**config.mk**
```make
export PLATFORM = sky130hd
export DESIGN_NAME = wb_slave_arbiter
export DESIGN_NICKNAME = d
export VERILOG_FILES = /design/src/rtl/wb_arb_pkg.sv /design/src/rtl/wb_rr_picker.sv /design/src/rtl/wb_slave_arbiter.sv
export SDC_FILE = /design/constraint.sdc
export NUM_CORES = 1
export LEC_CHECK = 0
export ABC_AREA = 1
export BUFFER_PORTS_ARGS = -buffer_cell sky130_fd_sc_hd__clkbuf_2
export CORE_AREA = 4 4 359 361
export CTS_CLUSTER_SIZE = 24
export DETAILED_ROUTE_END_ITERATION = 8
export DIE_AREA = 0 0 363 365
export PLACE_DENSITY = 0.33
export REMOVE_ABC_BUFFERS = 1
export SLEW_MARGIN = 10
export SYNTH_ARGS = -nofsm -noshare
export SYNTH_HDL_FRONTEND = slang
export SYNTH_SLANG_ARGS = --single-unit
```
**constraint.sdc**
```tcl
create_clock -name clk -period 2.3 [get_ports clk]
set_input_delay 0.575 -clock clk [delete_from_list [all_inputs] [get_ports clk]]
set_output_delay 0.575 -clock clk [all_outputs]
set_load 0.05 [all_outputs]
```
**src/rtl/wb_arb_pkg.sv**
```systemverilog
// Shared types and bus widths for the Wishbone slave arbiter.
//   arb_state_e : arbiter FSM states (IDLE, OWN, TERR)
//   *_W         : data, address, select, tag and watchdog widths
package wb_arb_pkg;

    localparam int unsigned DAT_W  = 64;
    localparam int unsigned ADR_W  = 64;
    localparam int unsigned SEL_W  = 8;
    localparam int unsigned TGA_W  = 16;
    localparam int unsigned WDOG_W = 16;

    typedef enum logic [1:0] {
        IDLE = 2'd0,
        OWN  = 2'd1,
        TERR = 2'd2
    } arb_state_e;

endpackage

```
**src/rtl/wb_rr_picker.sv**
```systemverilog
// Combinational round-robin picker.
//   req  : request vector, one bit per master
//   last : index of the previous owner; the search starts just above it
//   gnt  : one-hot winner (all zero when nothing is requested)
//   idx  : binary index of the winner
module wb_rr_picker #(
    parameter int unsigned NUM_M = 4,
    localparam int unsigned IW   = (NUM_M > 1) ? $clog2(NUM_M) : 1
) (
    input  logic [NUM_M-1:0] req,
    input  logic [IW-1:0]    last,
    output logic [NUM_M-1:0] gnt,
    output logic [IW-1:0]    idx
);

    int unsigned k;
    logic        found;

    // First requester at or after last+1, wrapping modulo NUM_M.
    always_comb begin
        gnt   = '0;
        idx   = '0;
        found = 1'b0;
        k     = 0;
        for (int unsigned i = 1; i <= NUM_M; i++) begin
            k = (32'(last) + i) % NUM_M;
            if (!found && req[k[IW-1:0]]) begin
                found           = 1'b1;
                gnt[k[IW-1:0]]  = 1'b1;
                idx             = k[IW-1:0];
            end
        end
    end

endmodule

```
**src/rtl/wb_slave_arbiter.sv**
```systemverilog
// Round-robin arbiter giving NUM_M Wishbone masters access to one slave,
// with bus lock support and a stalled-strobe watchdog that forces an error.
//   m_*_i  : packed per-master CYC/STB/WE/LOCK/ADR/DAT/SEL/TGA
//   m_*_o  : per-master ACK/ERR/RTY (owner only) and broadcast read data
//   s_*_o  : shared slave request signals, muxed from the owner
//   s_*_i  : slave terminations and read data
//   gnt_o  : registered one-hot grant
module wb_slave_arbiter
    import wb_arb_pkg::*;
#(
    parameter int unsigned NUM_M   = 4,
    parameter int unsigned TIMEOUT = 255
) (
    input  logic                     clk,
    input  logic                     rst,
    input  logic [NUM_M-1:0]         m_cyc_i,
    input  logic [NUM_M-1:0]         m_stb_i,
    input  logic [NUM_M-1:0]         m_we_i,
    input  logic [NUM_M-1:0]         m_lock_i,
    input  logic [NUM_M*ADR_W-1:0]   m_adr_i,
    input  logic [NUM_M*DAT_W-1:0]   m_dat_i,
    input  logic [NUM_M*SEL_W-1:0]   m_sel_i,
    input  logic [NUM_M*TGA_W-1:0]   m_tga_i,
    output logic [NUM_M-1:0]         m_ack_o,
    output logic [NUM_M-1:0]         m_err_o,
    output logic [NUM_M-1:0]         m_rty_o,
    output logic [DAT_W-1:0]         m_dat_o,
    output logic                     s_cyc_o,
    output logic                     s_stb_o,
    output logic                     s_we_o,
    output logic                     s_lock_o,
    output logic [ADR_W-1:0]         s_adr_o,
    output logic [DAT_W-1:0]         s_dat_o,
    output logic [SEL_W-1:0]         s_sel_o,
    output logic [TGA_W-1:0]         s_tga_o,
    input  logic                     s_ack_i,
    input  logic                     s_err_i,
    input  logic                     s_rty_i,
    input  logic [DAT_W-1:0]         s_dat_i,
    output logic [NUM_M-1:0]         gnt_o
);

    localparam int unsigned IW = (NUM_M > 1) ? $clog2(NUM_M) : 1;

    arb_state_e         state, state_n;
    logic [IW-1:0]      owner, owner_n;
    logic [IW-1:0]      last_owner, last_n;
    logic [NUM_M-1:0]   gnt, gnt_n;
    logic [WDOG_W-1:0]  wdog, wdog_n;

    logic [NUM_M-1:0]   pick_gnt;
    logic [IW-1:0]      pick_idx;

    logic               own_cyc, own_stb, own_we, own_lock;
    logic [ADR_W-1:0]   own_adr;
    logic [DAT_W-1:0]   own_dat;
    logic [SEL_W-1:0]   own_sel;
    logic [TGA_W-1:0]   own_tga;
    logic               bus_on, term, stalled;

    wb_rr_picker #(.NUM_M(NUM_M)) u_picker (
        .req  (m_cyc_i),
        .last (last_owner),
        .gnt  (pick_gnt),
        .idx  (pick_idx)
    );

    // Select the current owner's request signals.
    always_comb begin
        own_cyc  = 1'b0;
        own_stb  = 1'b0;
        own_we   = 1'b0;
        own_lock = 1'b0;
        own_adr  = '0;
        own_dat  = '0;
        own_sel  = '0;
        own_tga  = '0;
        for (int unsigned i = 0; i < NUM_M; i++) begin
            if (owner == IW'(i)) begin
                own_cyc  = m_cyc_i[i];
                own_stb  = m_stb_i[i];
                own_we   = m_we_i[i];
                own_lock = m_lock_i[i];
                own_adr  = m_adr_i[i*ADR_W +: ADR_W];
                own_dat  = m_dat_i[i*DAT_W +: DAT_W];
                own_sel  = m_sel_i[i*SEL_W +: SEL_W];
                own_tga  = m_tga_i[i*TGA_W +: TGA_W];
            end
        end
    end

    // Bus is only driven while owned; TERR blanks it and swallows terminations.
    assign bus_on   = (state == OWN);
    assign term     = s_ack_i | s_err_i | s_rty_i;
    assign stalled  = bus_on & own_stb & ~term;

    assign s_cyc_o  = bus_on & own_cyc;
    assign s_stb_o  = bus_on & own_stb;
    assign s_we_o   = bus_on & own_we;
    assign s_lock_o = bus_on & own_lock;
    assign s_adr_o  = bus_on ? own_adr : '0;
    assign s_dat_o  = bus_on ? own_dat : '0;
    assign s_sel_o  = bus_on ? own_sel : '0;
    assign s_tga_o  = bus_on ? own_tga : '0;

    assign m_ack_o  = (bus_on && s_ack_i) ? gnt : '0;
    assign m_rty_o  = (bus_on && s_rty_i) ? gnt : '0;
    assign m_err_o  = ((bus_on && s_err_i) || (state == TERR)) ? gnt : '0;
    assign m_dat_o  = s_dat_i;
    assign gnt_o    = gnt;

    // Next-state logic: arbitration, release and watchdog.
    always_comb begin
        state_n = state;
        owner_n = owner;
        last_n  = last_owner;
        gnt_n   = gnt;
        wdog_n  = wdog;
        case (state)
            IDLE: begin
                if (|m_cyc_i) begin
                    state_n = OWN;
                    owner_n = pick_idx;
                    gnt_n   = pick_gnt;
                end
            end
            OWN: begin
                if (!own_cyc && !own_lock) begin
                    state_n = IDLE;
                    last_n  = owner;
                    gnt_n   = '0;
                    wdog_n  = '0;
                end else if (stalled) begin
                    if (wdog == WDOG_W'(TIMEOUT)) begin
                        state_n = TERR;
                        wdog_n  = '0;
                    end else begin
                        wdog_n  = wdog + WDOG_W'(1);
                    end
                end else begin
                    wdog_n = '0;
                end
            end
            TERR: begin
                state_n = OWN;
                wdog_n  = '0;
            end
            default: begin
                state_n = IDLE;
                gnt_n   = '0;
                wdog_n  = '0;
            end
        endcase
    end

    // State and arbitration registers.
    always_ff @(posedge clk or negedge rst) begin
        if (!rst) begin
            state      <= IDLE;
            owner      <= '0;
            last_owner <= IW'(NUM_M - 1);
            gnt        <= '0;
            wdog       <= '0;
        end else begin
            state      <= state_n;
            owner      <= owner_n;
            last_owner <= last_n;
            gnt        <= gnt_n;
            wdog       <= wdog_n;
        end
    end

endmodule

```
==> run metrics <==
Synth top cells by count=nand2_1, nor2_1, o21ai_0; Worst VDD drop=0.000708 V; Rows=130; clk slew on worst S/H paths=0.07 ns; GRT Total Usage=0.137; drt wl/cell=26.0 microns; Slew @ Worst Pin=0.793 ns; sw frac=0.560; Post-DRT Antenna Nets=0; Synth cell types=30; placed cells=3709; grt ovf=0; Post-CTS Hold Fix Bufs=0; H-tree depth=1; Comb power frac=0.969; final count of hold timing violations=0; final max-slew violation count=0; crit path kind=reg -> out; largest net degree at the start of global routing=54; Layout area overhead=199%; Die Area=132000 sq um; Starting Density=0.0557; post-synthesis cell count=1296; Max FO, Critical Path=53; Hold Path Class=in -> async; Clock Latency Late Sink=0.27 ns; violated checks=negative setup slack; Crit. End Element=output port; layout cells sized above 1=0.676; busiest grt layer=met2; synthesis warning total=0; top-count cell post-synth=nand2_1; routability cong.=0.878; DR vias=13321; Cell Int Power=16500 uW; Die X=363 microns; Max-Cap Viols=0; Placeable Area=125000 sq um; RSZ-0062 raised after global routing=true; sequential area share after synthesis=0.0935; Final Cycle Share=1.18; Area contributors post-synth=nand2_1, o21ai_0, dfrtp_1; share of power burned in the clock network=0.014; Setup Skew=0.00308 ns; met3 Usage GRT=0.0407; setup TNS=-52.08 ns; Pre-antenna DRT Iters=5; IO buf count=800; min cycle time layout=2.72 ns; Synth top area share=0.155; Mapped Avg Cell Area=5.39 sq um; P_sw=21000 uW; Post-route DRC=0; CTS tree=done; ys flop type=dfrtp_1; met1 Usage GRT=0.162; Mapped Area=6990 sq um; sequential share of power=0.017; fill count=14261; CTS Root Cell=clkbuf_16; leading area contributor after synthesis=nand2_1; initial antenna violation count=23; Die H=365 microns; LEAKAGE=0.00970 uW; clk buf depth=2; Slew headroom=0.472; CP Launch Type=flip-flop; M2 GR Usage=0.244; Clock Sinks=26; Non-Filler Instances=3819; FFs w/ async S/R, synth=1.00; final setup vio count=156; first-pass GRT wire length=124000 microns; power per standard cell area=1800 nW/um^2; IO Count=929; worst setup margin=-0.421 ns; critical path arrival=2.15 ns; FMAX=0.368 GHz; Final Routed Wirelength=99300 microns; post-DP HPWL=78900 microns; vias in the first global route=13720; drt via density=3.49; WP data required=1.73 ns; Final nets=2865; initial drt markers=543; clock buffer count from CTS=3; synthesized flop and latch total=26; status=complete, but fails checks; EDFF count, synth=0
-- critical path, stage by stage, from the launching register on --
cell	delay, ns
dfrtp_4	0.54
buf_6	0.19
buf_16	0.18
o21ai_0	0.39
nand3_2	0.11
o211ai_1	0.10
inv_1	0.11
buf_12	0.16
-- placed cells by master (no fill, tap or decap), types with 45 or more instances in the layout --
cell and n:
nand3_2 67, buf_4 82, o21ai_0 95, clkbuf_2 633
o211ai_1 80, inv_1 106, o21ai_1 46, nor2_4 45
buf_12 192, nand2_1 190, nor2_1 60, nand2_4 64
-- stage by stage --
stage          total power (uW)  area, sq um  worst slack (ns)  hold WS [ns]  utilization
2_1_floorplan             12300         6090             -4.80         0.279            -
3_3_place_gp              28300        15600            -0.512         0.498        0.124
3_5_place_dp              28200        15600            -0.504         0.503        0.124
4_1_cts                   35300        19000            -0.540         0.399        0.151
5_1_grt                   39500        20900            -0.519         0.427        0.167
6_report                  37600        20900            -0.421         0.373        0.167
-- sequential cells by signal (all words and copies together) (netlist names) --
register	cells
gnt_o	4
last_owner	2
owner	2
state	2
wdog	16
-- per-layer routing --
layer | wire length (microns) | up-vias
met5 | 84 | -
met4 | 2470 | 14
met3 | 8470 | 101
met2 | 48600 | 734
met1 | 39600 | 6354
li1 | - | 6118
-- final timing paths --
check,slack [ns],cells past startpoint,startpoint,end
max in group asynchronous,1.34,1,rst,owner[1]
min in group clk,0.52,2,gnt_o[3],gnt_o[3]
hold reg to reg,0.52,2,gnt_o[3],gnt_o[3]
setup / recovery,-0.42,7,owner[0],s_adr_o[37]
setup reg to reg,0.06,13,owner[1],wdog[5]
hold / removal,0.37,1,rst,gnt_o[0]
-- kinds of logic (layout without fill, tap and decap cells) --
kind of cell | count (synthesis) | after routing | share of synthesized area
AO/OA/AOI/OAI | 383 | 383 | 0.339
XOR/XNOR | 12 | 12 | 0.0150
adder cells (fa/ha/maj) | 9 | 9 | 0.0161
buffers and inverters | 285 | 1151 | 0.191
flip-flops | 26 | 26 | 0.0935
other | 0 | 7 | 0
AND/OR/NAND/NOR | 581 | 581 | 0.345
-- power by group through the flow --
stage	registers [uW]	clock network [uW]	logic [uW]
2_1_floorplan	889	0	11400
3_3_place_gp	641	0	27700
6_report	644	538	36400
3_5_place_dp	644	0	27500
5_1_grt	656	583	38200
4_1_cts	650	567	34100
-- cell type report --
cell class | count | area, sq um | area share
Clock buffer | 3 | 75.1 | 0.00359
Inverter | 118 | 485 | 0.0232
Timing Repair Buffer | 1029 | 9780 | 0.468
Sequential cell | 26 | 661 | 0.0316
Multi-Input combinational cell | 985 | 7800 | 0.373
Tap cell | 1650 | 2060 | 0.0987
Clock inverter | 1 | 30.0 | 0.00144
Antenna cell | 7 | 17.5 | 0.000838
-- what timing repair did --
action,in CTS,in global routing
cloned,29,9
buffers inserted,44,48
resized for setup,532,359
hold endpoints to repair,0,0
setup endpoints to repair,179,187
pin swaps,84,143
(Power assumes the default switching activity.)
